<file path="src/rtl/mem_pkg.sv">
// Shared definitions for the data-memory responder: FSM encoding, access sizes
// and the alignment rule.
package mem_pkg;

  localparam logic [1:0] IDLE  = 2'b00;
  localparam logic [1:0] ISSUE = 2'b01;
  localparam logic [1:0] DONE  = 2'b10;

  localparam logic [1:0] SZ_B = 2'd0;
  localparam logic [1:0] SZ_H = 2'd1;
  localparam logic [1:0] SZ_W = 2'd2;

  function automatic logic isAligned(input logic [1:0] off, input logic [1:0] size);
    case (size)
      SZ_B:    return 1'b1;
      SZ_H:    return ~off[0];
      SZ_W:    return (off == 2'b00);
      default: return 1'b0;
    endcase
  endfunction

endpackage

</file>
<file path="src/rtl/dmem_responder_if.sv">
// RAM-side bus of the data-memory responder; master drives the access,
// slave is the backing RAM.
interface dmem_responder_if #(
  parameter int ADDR_W = 32
) ();

  logic              mem_req;
  logic              mem_we;
  logic [ADDR_W-1:0] mem_addr;
  logic [3:0]        mem_be;
  logic [31:0]       mem_wdata;
  logic              mem_ack;
  logic [31:0]       mem_rdata;

  modport master (
    output mem_req, mem_we, mem_addr, mem_be, mem_wdata,
    input  mem_ack, mem_rdata
  );

  modport slave (
    input  mem_req, mem_we, mem_addr, mem_be, mem_wdata,
    output mem_ack, mem_rdata
  );

endinterface

</file>
<file path="src/rtl/dmem_responder_load_align.sv">
// Load data alignment: shift the read word down by the byte offset, truncate
// to the access size and sign- or zero-extend to 32 bits.
module load_align
  import mem_pkg::*;
(
  input  logic [31:0] word,
  input  logic [1:0]  offset,
  input  logic [1:0]  size,
  input  logic        isUnsigned,
  output logic [31:0] data
);

  logic [31:0] shifted;

  always_comb begin
    shifted = word >> {offset, 3'b000};
    case (size)
      SZ_B:    data = {{24{~isUnsigned & shifted[7]}},  shifted[7:0]};
      SZ_H:    data = {{16{~isUnsigned & shifted[15]}}, shifted[15:0]};
      default: data = shifted;
    endcase
  end

endmodule

</file>
<file path="src/rtl/dmem_responder.sv">
// Data-memory responder: holds the pipeline via ramReady while a load/store
// runs its request/ack handshake with the RAM, with misalign and timeout checks.
module dmem_responder
  import mem_pkg::*;
#(
  parameter int TIMEOUT = 255,
  parameter int ADDR_W  = 32
) (
  input  logic              clk,
  input  logic              rst_n,
  input  logic              req_valid,
  input  logic              req_we,
  input  logic [ADDR_W-1:0] req_addr,
  input  logic [1:0]        req_size,
  input  logic              req_unsigned,
  input  logic [31:0]       req_wdata,
  output logic              ramReady,
  output logic [31:0]       rdata,
  output logic              misalign,
  output logic              bus_err,
  dmem_responder_if.master  mem
);

  localparam bit         TO_EN   = (TIMEOUT != 0);
  localparam logic [7:0] TO_SAT  = 8'(TIMEOUT);
  localparam logic [7:0] TO_LAST = 8'(TIMEOUT - 1);

  logic [1:0]  state;
  logic [7:0]  cnt;
  logic [1:0]  offQ;
  logic [1:0]  sizeQ;
  logic        unsQ;
  logic        reqAligned;
  logic        timeoutHit;
  logic [3:0]  beNext;
  logic [31:0] loadData;

  load_align uAlign (
    .word       (mem.mem_rdata),
    .offset     (offQ),
    .size       (sizeQ),
    .isUnsigned (unsQ),
    .data       (loadData)
  );

  always_comb begin
    reqAligned = isAligned(req_addr[1:0], req_size);
    // The hold must rise in the very cycle a legal request shows up in IDLE.
    case (state)
      IDLE:    ramReady = ~(req_valid & reqAligned);
      ISSUE:   ramReady = 1'b0;
      default: ramReady = 1'b1;
    endcase
    case (req_size)
      SZ_B:    beNext = 4'b0001 << req_addr[1:0];
      SZ_H:    beNext = 4'b0011 << req_addr[1:0];
      default: beNext = 4'b1111;
    endcase
    // Leaving on the last counted cycle gives exactly TIMEOUT cycles of mem_req.
    timeoutHit = TO_EN && (cnt == TO_LAST);
  end

  always_ff @(posedge clk) begin
    if (!rst_n) begin
      state         <= IDLE;
      cnt           <= '0;
      offQ          <= '0;
      sizeQ         <= '0;
      unsQ          <= 1'b0;
      rdata         <= '0;
      misalign      <= 1'b0;
      bus_err       <= 1'b0;
      mem.mem_req   <= 1'b0;
      mem.mem_we    <= 1'b0;
      mem.mem_addr  <= '0;
      mem.mem_be    <= '0;
      mem.mem_wdata <= '0;
    end else begin
      misalign <= 1'b0;
      bus_err  <= 1'b0;
      case (state)
        IDLE: begin
          if (req_valid) begin
            if (reqAligned) begin
              mem.mem_req   <= 1'b1;
              mem.mem_we    <= req_we;
              mem.mem_addr  <= {req_addr[ADDR_W-1:2], 2'b00};
              mem.mem_be    <= beNext;
              mem.mem_wdata <= req_wdata << {req_addr[1:0], 3'b000};
              offQ          <= req_addr[1:0];
              sizeQ         <= req_size;
              unsQ          <= req_unsigned;
              cnt           <= '0;
              state         <= ISSUE;
            end else begin
              misalign <= 1'b1;
            end
          end
        end
        ISSUE: begin
          // Ack has priority over a timeout landing in the same cycle.
          if (mem.mem_ack) begin
            rdata       <= loadData;
            mem.mem_req <= 1'b0;
            state       <= DONE;
          end else if (timeoutHit) begin
            rdata       <= '0;
            bus_err     <= 1'b1;
            mem.mem_req <= 1'b0;
            state       <= DONE;
          end else if (TO_EN && (cnt != TO_SAT)) begin
            cnt <= cnt + 8'd1;
          end
        end
        default: state <= IDLE;
      endcase
    end
  end

endmodule

</file>
<file path="src/flat_wrapper.sv">
// flat-port wrapper written by rule: the top's interface ports become plain ports
module dmem_responder_flat import mem_pkg::*;
#(
  parameter int TIMEOUT = 255,
  parameter int ADDR_W  = 32
)
  (clk, rst_n, req_valid, req_we, req_addr, req_size, req_unsigned, req_wdata, ramReady, rdata, misalign, bus_err, mem_mem_req, mem_mem_we, mem_mem_addr, mem_mem_be, mem_mem_wdata, mem_mem_ack, mem_mem_rdata);
  dmem_responder_if #(.ADDR_W(ADDR_W)) mem_i ();
  input  logic clk;
  input  logic rst_n;
  input  logic req_valid;
  input  logic req_we;
  input  logic [ADDR_W-1:0] req_addr;
  input  logic [1:0] req_size;
  input  logic req_unsigned;
  input  logic [31:0] req_wdata;
  output logic ramReady;
  output logic [31:0] rdata;
  output logic misalign;
  output logic bus_err;
  output wire logic [$bits(mem_i.mem_req)-1:0] mem_mem_req;
  output wire logic [$bits(mem_i.mem_we)-1:0] mem_mem_we;
  output wire logic [$bits(mem_i.mem_addr)-1:0] mem_mem_addr;
  output wire logic [$bits(mem_i.mem_be)-1:0] mem_mem_be;
  output wire logic [$bits(mem_i.mem_wdata)-1:0] mem_mem_wdata;
  input wire logic [$bits(mem_i.mem_ack)-1:0] mem_mem_ack;
  input wire logic [$bits(mem_i.mem_rdata)-1:0] mem_mem_rdata;
  assign mem_mem_req = mem_i.mem_req;
  assign mem_mem_we = mem_i.mem_we;
  assign mem_mem_addr = mem_i.mem_addr;
  assign mem_mem_be = mem_i.mem_be;
  assign mem_mem_wdata = mem_i.mem_wdata;
  assign mem_i.mem_ack = mem_mem_ack;
  assign mem_i.mem_rdata = mem_mem_rdata;
  dmem_responder #(.TIMEOUT(TIMEOUT), .ADDR_W(ADDR_W)) u_core (.clk(clk), .rst_n(rst_n), .req_valid(req_valid), .req_we(req_we), .req_addr(req_addr), .req_size(req_size), .req_unsigned(req_unsigned), .req_wdata(req_wdata), .ramReady(ramReady), .rdata(rdata), .misalign(misalign), .bus_err(bus_err), .mem(mem_i));
endmodule
</file>
<file path="config.mk">
export PLATFORM = sky130hd
export DESIGN_NAME = dmem_responder_flat
export DESIGN_NICKNAME = d
export VERILOG_FILES = /design/src/rtl/mem_pkg.sv /design/src/rtl/dmem_responder_if.sv /design/src/rtl/dmem_responder_load_align.sv /design/src/rtl/dmem_responder.sv /design/src/flat_wrapper.sv
export SDC_FILE = /design/constraint.sdc
export NUM_CORES = 1
export LEC_CHECK = 0
export ABC_AREA = 1
export CORE_ASPECT_RATIO = 1.75
export CORE_UTILIZATION = 45
export CTS_CLUSTER_SIZE = 28
export DETAILED_ROUTE_END_ITERATION = 12
export HOLD_SLACK_MARGIN = 0.08
export PLACE_DENSITY = 0.81
export SLEW_MARGIN = 20
export SYNTH_ARGS = -nofsm -noshare
export SYNTH_HDL_FRONTEND = slang
export SYNTH_SLANG_ARGS = --single-unit
</file>
<file path="constraint.sdc">
create_clock -name clk -period 1.8 [get_ports clk]
set_input_delay 0.45 -clock clk [delete_from_list [all_inputs] [get_ports clk]]
set_output_delay 0.45 -clock clk [all_outputs]
set_load 0.01 [all_outputs]
</file>
==> impl_results.md, run 1 <==
- Post-CTS Hold Fix Bufs: 0
- RR Startpoint: u_core.cnt[0]$_SDFFE_PN0P_
- Wire length per cell: 15.0 um
- Top delay family on crit path: buffers and inverters
- Synth top area cells: dfxtp_1, nand2_1, nor2_1
- Total track usage: 0.285
- Hold Vio Cnt, Final: 0
- Pre-CTS setup slack: -0.555 ns
- Reg-to-Reg End: u_core.cnt[3]$_SDFFE_PN0P_
- Largest net degree at the start of global routing: 35
- Synthesized area: 5610 um^2
- Worst Hold Class: flip-flop to flip-flop
- First-pass GRT wire length: 28300 um
- Fmax: 561 MHz
- Final setup margin: 0.0188 ns
- Starting Density: 0.465
- Setup slack, reg-to-reg: 0.23 ns
- Number of antenna violations at the first check in global routing: 2
- Layout cells sized above 1: 0.0992
- Post-route cell area: 8650 um^2
- Syn Inst Count: 833
- Util after Layout: 0.717
- CORE AREA: 12100 um^2
- WL met1: 6410 um
- Row cnt: 53
- Starting DRT DRC Count: 275
- Hold Path End: u_core.rdata[2]$_SDFFE_PN0P_
- Post-Syn Area per Cell: 6.73 um^2
- Number of CTS-inserted buffers: 17
- Worst-skew pair later-pin latency: 0.41 ns
- Longest Clk Path Bufs: 2
- Die X: 86.4 um
- Die Ht: 150 um
- Highest metal used: met5
- Critical path class: flip-flop to primary output
- Final setup viols: 0
- Placed inst area: 7970 um^2
- Crit-path slowest cell: clkdlybuf4s50_1
- Sequential fraction of the synthesis area: 0.418
- DP Wirelength: 13400 um
- Grt ovf: 0
- Number of buffers added on ports: 206
- Yosys top cell area share: 0.418
- Reg2Reg Depth: 9
- Hold Startpoint: u_core.rdata[2]$_SDFFE_PN0P_
- Lkg Pwr: 3.63 nW
- Placed Cells: 1190
- CP max FO: 2
- Synth warnings: 0
- Routed length on met2: 9850 um
- PwrDens: 927 nW/um^2
- Async SR Flop Fraction: 0
- Unique masters post-synth: 30
- DR DRC count: 0
- Run status: finished clean
- Fin. max-slew vios: 0
- Hold-critical path depth: 2
- CP bufs+invs: 1
- CP endpoint kind: primary output
- Yosys reg bits: 117
- # IOs: 209
- MaxCap Viol Count: 0
- Routability cong.: 0.912
- Vias after detailed routing: 6194
- Drt via density: 5.06
- Area growth from synthesis to layout: 54.2%
- Most common cell in the netlist: nand2_1
- Worst Path Arrival: 1.33 ns
- Crit path cell chain: clkdlybuf4s50_1
- Startpoint types: flip-flop
- Final WL: 18400 um
- Met3 Wirelength: 1170 um
- EDFF count, synth: 0
- Critical Path Max Stage Delay: 0.55 ns
- Worst EP required: 1.35 ns
- Final Cycle Share: 0.990
- Layout net count: 1151
- Total clock sinks: 117
- TritonRoute pass-1 iters: 7
- Clk pin slew, worst setup/hold paths: 0.05 ns
- Clock Skews: 0.00733 ns
- VDD IR-drop max: 0.709 mV
- Antenna Violating Nets Remaining: 0
- Vias in the first global route: 5858
- Die area: 12900 um^2
- Tmin final: 1.78 ns
- CTS H-tree depth: 4
- Predominant post-synthesis flop cell: dfxtp_1
- Setup TNS: 0 ns
- Root Buffer: clkbuf_16
- Leading area contributor after synthesis: dfxtp_1
- Post-route non-filler standard cell count: 1224
- Filler cells: 976
- CTS tree: done
- Synth top cells by count: nand2_1, nor2_1, dfxtp_1
what timing repair did:
item                       CTS  global route
hold endpoints to repair     0             0
setup endpoints to repair    6             9
pin swaps                    2             0
gates resized for setup     20            11
setup buffers                1             0
power breakdown:
part | switching (mW) | internal [mW]
registers | 0.0910 | 2.75
logic | 0.760 | 0.743
clock network | 1.27 | 2.41
cell usage in the layout, fill, tap and decap left out, types with 3 or more instances in the layout:
master / n
a31oi_1: 5
a21oi_1: 86
inv_1: 16
mux2i_1: 8
nand2_1: 230
clkbuf_16: 17
nand3_4: 3
buf_12: 5
buf_4: 43
o21ai_0: 82
inv_2: 5
inv_6: 4
nand2_2: 7
clkdlybuf4s50_1: 187
o21ai_1: 3
dfxtp_1: 117
nand3_1: 61
dlygate4sd2_1: 9
nor2_1: 126
dlymetal6s2s_1: 8
nor2_2: 3
bufinv_16: 4
o211ai_1: 7
how the worst max path moves through the flow:
stage,startpoint,to,depth (start not counted)
global placement,req_size[0],ramReady,6
floorplan,u_core.cnt[0]$_SDFFE_PN0P_,u_core.cnt[1]$_SDFFE_PN0P_,8
detailed placement,req_addr[0],ramReady,6
finish,u_core.mem.mem_req$_SDFFE_PN0P_,mem_mem_req,1
CTS,u_core.mem.mem_be[2]$_SDFFE_PN0P_,mem_mem_be[2],1
global route,u_core.mem.mem_req$_SDFFE_PN0P_,mem_mem_req,1
layout make-up:
cell class	count	area [um^2]	share of cell area
Inverter	22	83.8	0.00969
Timing Repair Buffer	254	2490	0.288
Sequential cell	117	2340	0.271
Multi-Input combinational cell	633	2880	0.333
Clock buffer	19	453	0.0523
Clock inverter	13	193	0.0223
Antenna cell	1	2.50	0.000289
Tap cell	165	206	0.0239
per-layer routing:
metal | up-vias | global-route usage
li1 | 3146 | -
met1 | 2762 | 0.275
met2 | 224 | 0.524
met3 | 60 | 0.0816
met4 | 2 | 0.175
met5 | - | 0
cells by family after synthesis:
family | synth area share
flops | 0.418
xor+xnor | 0.00312
fa+ha+maj | 0.00446
simple gates | 0.317
compound gates | 0.170
other cells | 0.000669
buf+inv | 0.0732
mux | 0.0143
state kept, by name, summed over array words and instances, names as in the netlist:
signal / cells
u_core.mem.mem_req: 1
u_core.offQ: 2
u_core.mem.mem_addr: 30
u_core.rdata: 32
u_core.cnt: 8
u_core.sizeQ: 2
u_core.unsQ: 1
u_core.mem.mem_wdata: 32
u_core.state: 2
u_core.misalign: 1
u_core.bus_err: 1
u_core.mem.mem_be: 4
u_core.mem.mem_we: 1
per-stage QoR:
step	hold slack, ns	total power, mW
after floorplan	0.472	3.61
after global placement	0.450	4.36
after detailed placement	0.453	4.38
after CTS	0.460	8.06
after global routing	0.478	8.31
final	0.459	8.02
Power figures use the tool's default switching activity.
==> run 2: changes to the inputs <==
--- a/config.mk
+++ b/config.mk
@@ -10,6 +10,7 @@
 export CORE_UTILIZATION = 45
 export CTS_CLUSTER_SIZE = 28
 export DETAILED_ROUTE_END_ITERATION = 12
+export GPL_TIMING_DRIVEN = 1
 export HOLD_SLACK_MARGIN = 0.08
 export PLACE_DENSITY = 0.81
 export SLEW_MARGIN = 20
==> results of run 2 <==
Same layout as run 1: the final DEF is identical, and so are final timing and power.
==> run 3: changes to the inputs <==
--- a/config.mk
+++ b/config.mk
@@ -13,7 +13,6 @@
 export GPL_TIMING_DRIVEN = 1
 export HOLD_SLACK_MARGIN = 0.08
 export PLACE_DENSITY = 0.81
-export SLEW_MARGIN = 20
 export SYNTH_ARGS = -nofsm -noshare
 export SYNTH_HDL_FRONTEND = slang
 export SYNTH_SLANG_ARGS = --single-unit
==> results of run 3 <==
Same layout as run 1: the final DEF is identical, and so are final timing and power.
